[config.mk]
export PLATFORM = sky130hd
export DESIGN_NAME = word_unbuffer
export DESIGN_NICKNAME = d
export VERILOG_FILES = /design/src/rtl/ps2_pkg.sv /design/src/rtl/word_unbuffer.sv
export SDC_FILE = /design/constraint.sdc
export NUM_CORES = 1
export LEC_CHECK = 0
export ABC_AREA = 0
export BUFFER_PORTS_ARGS = -buffer_cell sky130_fd_sc_hd__buf_4
export CORE_ASPECT_RATIO = 1.75
export CORE_UTILIZATION = 40
export DETAILED_ROUTE_END_ITERATION = 6
export SYNTH_ARGS = -nofsm -noshare
export SYNTH_HDL_FRONTEND = slang
export SYNTH_SLANG_ARGS = --single-unit
export TNS_END_PERCENT = 1
[constraint.sdc]
create_clock -name clk -period 2.7 [get_ports clk]
set_clock_uncertainty 0.2 [all_clocks]
set_input_delay 0.54 -clock clk [delete_from_list [all_inputs] [get_ports clk]]
set_output_delay 0.54 -clock clk [all_outputs]
set_load 0.02 [all_outputs]
[src/rtl/ps2_pkg.sv]
// ps2_pkg: constants and FSM state type shared by the PS/2 word buffer and unbuffer.
package ps2_pkg;
  localparam int BYTE_W = 8;
  localparam int Z_W = 3;
  typedef enum logic [1:0] {IDLE, WAIT_TICK, PRESENT, DONE} state_t;
endpackage

[src/rtl/word_unbuffer.sv]
// word_unbuffer: splits a word into tick-paced bytes, MSB first, with valid/ack handshake.
// Optional q_par output (odd parity of q) when WORD_UNBUFFER_PARITY_EN is defined.
module word_unbuffer
  import ps2_pkg::*;
#(
  parameter int NBYTES = 4
) (
  input  logic                     clk,
  input  logic                     reset,
  input  logic                     tick,
  input  logic                     load,
  input  logic [BYTE_W*NBYTES-1:0] din,
  output logic                     busy,
  output logic [BYTE_W-1:0]        q,
  output logic                     q_valid,
  input  logic                     q_ack,
  output logic [Z_W-1:0]           z,
  output logic                     listo
`ifdef WORD_UNBUFFER_PARITY_EN
  ,
  output logic                     q_par
`endif
);
  localparam int W = BYTE_W * NBYTES;
  state_t            r_state;
  logic [W-1:0]      r_sreg;
  logic [BYTE_W-1:0] r_q;
  logic [Z_W-1:0]    r_z;
  logic              r_busy, r_q_valid, r_listo;
  logic [BYTE_W-1:0] w_top;
  logic              w_last;
  assign w_top  = r_sreg[W-1 -: BYTE_W];
  assign w_last = r_z == Z_W'(NBYTES - 1);
  always_ff @(posedge clk) begin
    if (reset) begin
      r_state   <= IDLE;
      r_sreg    <= '0;
      r_q       <= '0;
      r_z       <= '0;
      r_busy    <= 1'b0;
      r_q_valid <= 1'b0;
      r_listo   <= 1'b0;
    end else begin
      r_listo <= 1'b0;
      case (r_state)
        IDLE: if (load) begin
          r_sreg  <= din;
          r_z     <= '0;
          r_busy  <= 1'b1;
          r_state <= WAIT_TICK;
        end
        WAIT_TICK: if (tick) begin
          r_q       <= w_top;
          r_q_valid <= 1'b1;
          r_state   <= PRESENT;
        end
        // a tick coinciding with the ack is dropped; the next byte needs a fresh tick
        PRESENT: if (q_ack) begin
          r_q_valid <= 1'b0;
          r_sreg    <= r_sreg << BYTE_W;
          r_z       <= r_z + Z_W'(1);
          r_listo   <= w_last;
          r_state   <= w_last ? DONE : WAIT_TICK;
        end
        DONE: begin
          r_busy  <= 1'b0;
          r_state <= IDLE;
        end
        default: r_state <= IDLE;
      endcase
    end
  end
`ifdef WORD_UNBUFFER_PARITY_EN
  logic r_q_par;
  always_ff @(posedge clk) begin
    if (reset) r_q_par <= 1'b0;
    else if (r_state == WAIT_TICK && tick) r_q_par <= ~^w_top;
  end
  assign q_par = r_q_par;
`endif
  assign busy    = r_busy;
  assign q       = r_q;
  assign q_valid = r_q_valid;
  assign z       = r_z;
  assign listo   = r_listo;
endmodule
==> run_results.csv, run 1 <==
group,metric,value,unit
placement,portBuffers,50,
route,ant_nets,0,
floorplan,floorplan.initialDensity,42.5,%
cts,cts_root_buf,"clkbuf_8",
route,vias_per_cell,5.29,
route,vias,1650,
pwr,seq_power_share,52.2,%
cts,h-tree-depth,2,
placement,dp.cells,304,
synthesis,synthesis.area,0.00202,mm²
sta,fmax,486,MHz
route,route.detailed.drc,0,
sta,rsz0062_at_grt,"no",
setup_path,cp.required,2.70,ns
pwr,clockPowerShare,34.1,%
synthesis,syn_nets,255,
setup_path,reg2reg_depth,3,
synthesis,yosysSeqAreaShare,47.6,%
synthesis,yosysTopAreaCell,"dfxtp_1",
floorplan,ioPinCount,51,
global_routing,grt_max_degree,49,
floorplan,fp-row-count,33,
setup_path,rr_startpoint,"r_state[1]",
synthesis,synth-edff-count,0,
cts,cts_buffers,5,
global_routing,grt_usage,16.8,%
synthesis,ys_types,26,
synthesis,synth.top_cells.by_area,"dfxtp_1, o221a_1, a21oi_1, inv_1, mux2i_1",
synthesis,synth_ff_type,"dfxtp_1",
hold_path,min_path_cells,2,
route,drt-pass1-iter-count,4,
sta,worst_slew_margin_rel,40.8,%
setup_path,r2r_slack,0.64,ns
synthesis,synth_seq_cells,48,
finish,area_growth,23.8,%
finish,nNetsFinal,298,
finish,num-fill-cells,494,
pwr,cellPowerDensity,604,mW/mm²
floorplan,die-area,0.00535,mm²
route,wl_per_cell,13.7,µm
sta,finalMaxSlewViolations,0,
sta,period_share,76.1,%
setup_path,cp-end-kind,"flip-flop",
sta,fin_crit,2.06,ns
hold_path,hold_start,"r_sreg[5]",
flow_run,maxCapViolations,0,
global_routing,grt_antenna_before_repair,0,
finish,fin_util,52.6,%
floorplan,die_h,96.0,µm
route,dr.first_iter.drc_count,52,
setup_path,crit_type,"reg2reg",
hold_path,min_to,"r_sreg[5]",
cts,postCtsHoldBufs,0,
finish,multi_input_area,875,µm²
cts,clock-sinks,48,
cts,clk_latency,0.30,ns
sta,hold_viol_final,0,
finish,drive_above_1_share,24.2,%
synthesis,syn_inst,216,
sta,max_slew.worst_pin.slew,0.888,ns
global_routing,grt_pass1_vias,1535,
pwr,p_comb_share,13.8,%
synthesis,synth_top_area_share,47.6,%
cts,cts_buffer_depth,2,
outcome,run_status,"complete, no violations",
synthesis,async_flop_share,0,%
sta,hold_slack,0.279,ns
pwr,p_int,1.14,mW
synthesis,yosysWarnings,0,
placement,routabilityCongestion,0.700,
cts,clk_pin_slew_worst_paths,0.09,ns
global_routing,grt_pass1_wl,6.96,mm
sta,setup_viol,0,
pwr,ir_drop,0.398,mV
finish,finalNonFillerCells,312,
cts,post-cts-setup-buffer-count,0,
finish,stdcell_area,0.00250,mm²
pwr,switching_share,24.6,%
floorplan,core_area,0.00475,mm²
placement,dp_hpwl,2.82,mm
sta,tns,0,ns
setup_path,critPathArrivalTime,2.05,ns
setup_path,start_kind,"flip-flop",
placement,placed_cell_area,0.00239,mm²
pwr,p_sw,0.371,mW
floorplan,die_x,55.7,µm
cts,cts_resized,0,
synthesis,syn_avg_cell_area,9.35,µm²
setup_path,cp_max_fo,25,
route,routed_wl,4.27,mm
global_routing,overflow,0,
setup_path,regToRegEndpoint,"r_sreg[17]",
hold_path,hold_class,"reg2reg",
pwr,power.leakage,1.09,nW
cts,tritoncts,"done",
finish,insertedDiodeCount,0,
finish,seq_area,961,µm²
## cell usage in the layout, fill, tap and decap left out, drive strengths merged
cell type / synthesis / routed
a21oi: 38 / 38
a31oi: 1 / 1
and3b: 2 / 2
and4b: 1 / 1
buf: 13 / 53
bufinv: 0 / 1
clkbuf: 4 / 6
clkinv: 0 / 1
dfxtp: 48 / 48
ha: 2 / 2
inv: 25 / 25
mux2i: 9 / 9
nand2: 14 / 14
nand2b: 3 / 3
nand3b: 2 / 2
nor2: 9 / 9
nor2b: 4 / 4
nor3b: 3 / 3
o21ai: 10 / 10
o21ba: 1 / 1
o21bai: 2 / 2
o221a: 24 / 24
or3: 1 / 1
## per-stage QoR
stage / power [mW] / setup WS [ns]
6_report: 1.51 / 0.644
5_1_grt: 1.57 / 0.495
4_1_cts: 1.52 / 0.628
3_5_place_dp: 1.01 / 0.623
3_3_place_gp: 1.01 / 0.635
2_1_floorplan: 0.935 / 1.08
## power groups by stage
stage	logic [mW]	registers, mW	clock network, mW
final	0.208	0.787	0.514
after global routing	0.230	0.793	0.549
after CTS	0.211	0.787	0.526
after detailed placement	0.210	0.803	0
after global placement	0.208	0.803	0
after floorplan	0.132	0.803	0
## critical path: stages (launching register included)
cell and delay [ns]:
dfxtp_1 0.60, and3b_1 0.82, a21oi_1 0.17, o221a_1 0.15
## state kept, by name, indices dropped and copies added, names as in the netlist
signal and count:
listo 1, q 8, busy 1, r_state 2, r_sreg 32, q_valid 1, z 3
## logic make-up after synthesis
kind of cell	Yosys count	share of synthesized area, %
buffers and inverters	42	9.11
adders and majority gates	2	1.24
DFF	48	47.6
muxes	9	4.65
and+or+nand+nor	39	10.6
AOI/OAI and AO/OA	76	26.8
## worst max-delay path by stage
stage | start | endpoint | slack, ns | cells past startpoint
2_1_floorplan | q_ack | r_sreg[22] | 1.08 | 4
3_3_place_gp | q_ack | r_sreg[12] | 0.64 | 4
3_5_place_dp | q_ack | r_sreg[10] | 0.62 | 4
4_1_cts | r_state[1] | r_sreg[17] | 0.63 | 3
5_1_grt | r_state[1] | r_sreg[17] | 0.49 | 3
6_report | r_state[1] | r_sreg[17] | 0.64 | 3
## cell usage after synthesis (2+ instances only)
library cell and count:
nor2_1 8, clkbuf_1 4, nor3b_1 2, o221a_1 24
nand2b_1 3, nand3b_1 2, inv_1 25, nor2b_1 4
buf_1 2, buf_2 9, mux2i_1 8, ha_1 2
dfxtp_1 48, o21ai_0 10, a21oi_1 38, o21bai_1 2
nand2_1 14, buf_6 2, and3b_1 2
## layer usage
layer | up-vias | global-route usage (%) | wire (µm)
li1 | 843 | - | -
met1 | 765 | 19.4 | 1890
met2 | 34 | 29.2 | 2120
met3 | 8 | 3.76 | 183
met4 | 0 | 8.13 | 85
met5 | - | 0 | 0
## area by class of cell
| cell class | instances | area share [%] |
|---|---|---|
| clock inverter | 2 | 1.40 |
| inverter | 25 | 3.75 |
| tap | 52 | 2.60 |
| sequential | 48 | 38.4 |
| timing repair buffer | 53 | 15.9 |
| multi-input combinational | 126 | 35.0 |
| clock buffer | 6 | 2.90 |
No activity file was read; power rests on OpenSTA's default activity.
==> run 2: changes to the inputs <==
- PLACE_DENSITY: not set -> 0.65
- clock period: 2.7 -> 1.7 ns (I/O delays scaled with it)
==> run_results.csv, run 2 (synthesized netlist as in run 1, its figures left out) <==
group,metric,value,unit
outcome,run_status,"complete, no violations",
sta,worst_slew_margin_rel,79.3,%
setup_path,cp.required,1.69,ns
cts,clk_pin_slew_worst_paths,0.09,ns
route,drt-pass1-iter-count,4,
setup_path,cp_max_fo,25,
placement,portBuffers,50,
hold_path,hold_class,"in2reg",
pwr,cellPowerDensity,898,mW/mm²
floorplan,die_h,96.0,µm
floorplan,fp-row-count,33,
floorplan,die-area,0.00535,mm²
floorplan,ioPinCount,51,
pwr,power.leakage,1.13,nW
cts,clk_latency,0.30,ns
finish,insertedDiodeCount,0,
cts,cts_buffer_depth,2,
setup_path,start_kind,"flip-flop",
floorplan,die_x,55.7,µm
global_routing,grt_antenna_before_repair,0,
setup_path,reg2reg_depth,4,
sta,setup_viol,0,
finish,area_growth,27.3,%
setup_path,regToRegEndpoint,"r_sreg[27]",
global_routing,grt_max_degree,26,
global_routing,overflow,0,
finish,mostFrequentLayoutCell,"buf_4",
finish,stdcell_area,0.00257,mm²
finish,regMostFlops,"r_sreg",
sta,fin_crit,1.58,ns
placement,routabilityCongestion,0.749,
finish,final_cell_mix,"buf_4, dfxtp_1, a21oi_1, inv_1, o221a_1",
cts,postCtsHoldBufs,0,
sta,rsz0062_at_grt,"no",
placement,dp_hpwl,3.02,mm
cts,cts_root_buf,"clkbuf_8",
sta,hold_viol_final,0,
setup_path,critPathArrivalTime,1.57,ns
sta,tns,0,ns
cts,cts_buffers,5,
hold_path,min_to,"r_sreg[0]",
route,vias_per_cell,5.29,
finish,drive_above_1_share,26.5,%
route,route.detailed.drc,0,
flow_run,maxCapViolations,0,
setup_path,cp-end-kind,"flip-flop",
route,dr.first_iter.drc_count,52,
cts,tritoncts,"done",
global_routing,grt_pass1_wl,6.89,mm
route,vias,1694,
sta,fmax,632,MHz
cts,post-cts-setup-buffer-count,0,
pwr,ir_drop,0.696,mV
floorplan,floorplan.initialDensity,42.5,%
sta,max_slew.worst_pin.slew,0.310,ns
global_routing,grt_usage,16.5,%
global_routing,grt_pass1_vias,1554,
placement,dp.cells,312,
placement,placed_cell_area,0.00248,mm²
finish,nNetsFinal,306,
cts,clock-sinks,48,
hold_path,min_path_cells,3,
sta,period_share,93.1,%
floorplan,core_area,0.00475,mm²
setup_path,crit_type,"reg2reg",
setup_path,r2r_slack,0.12,ns
route,wl_per_cell,13.4,µm
hold_path,hold_start,"din[0]",
sta,finalMaxSlewViolations,0,
route,routed_wl,4.27,mm
route,ant_nets,0,
setup_path,rr_startpoint,"r_state[1]",
finish,finalNonFillerCells,320,
finish,largest_register_ffs,32,
cts,h-tree-depth,2,
cts,cts_resized,0,
[run 2: metal layers]
layer / vias to the layer above / global-route usage (%) / share of wire [%]
li1: 857 / - / -
met1: 796 / 18.2 / 43
met2: 35 / 29.8 / 52
met3: 6 / 3.63 / 3.8
met4: 0 / 8.13 / 1.9
met5: - / 0 / 0
[run 2: layout make-up]
class | instances | area [µm²]
Inverter | 25 | 93.8
Multi-Input combinational cell | 126 | 875
Sequential cell | 48 | 961
Timing Repair Buffer | 61 | 483
Clock buffer | 7 | 86.3
Clock inverter | 1 | 7.51
Tap cell | 52 | 65.1
Fill cell | 445 | 2180
[run 2: critical path: stages (launching register included)]
cell and delay (ns):
dfxtp_1 0.48, mux2i_2 0.34, nor2_4 0.06, buf_12 0.17, o221a_1 0.23
[run 2: metrics by stage]
step	setup WS, ns	total power, mW	util, %	hold WS (ns)
floorplan	0.0863	1.48	-	0.254
global placement	0.148	1.63	52.2	0.262
detailed placement	0.145	1.64	52.2	0.272
CTS	0.116	2.34	54.2	0.0743
global route	0.0239	2.43	54.2	0.0703
finish	0.118	2.31	54.2	0.0781
[run 2: how the worst max path moves through the flow]
stage                     from         end  slack [ns]
floorplan                 z[0]        z[2]        0.09
global placement    r_state[1]  r_sreg[21]        0.15
detailed placement        z[0]        z[2]        0.14
CTS                 r_state[1]  r_sreg[27]        0.12
global route        r_state[0]  r_sreg[17]        0.02
finish              r_state[1]  r_sreg[27]        0.12
[run 2: power by group]
group	internal (mW)	leakage [nW]	switching, mW
Combinational	0.189	0.687	0.164
Sequential	1.21	0.395	0.0486
Clock	0.331	0.0445	0.370
Total	1.73	1.13	0.583
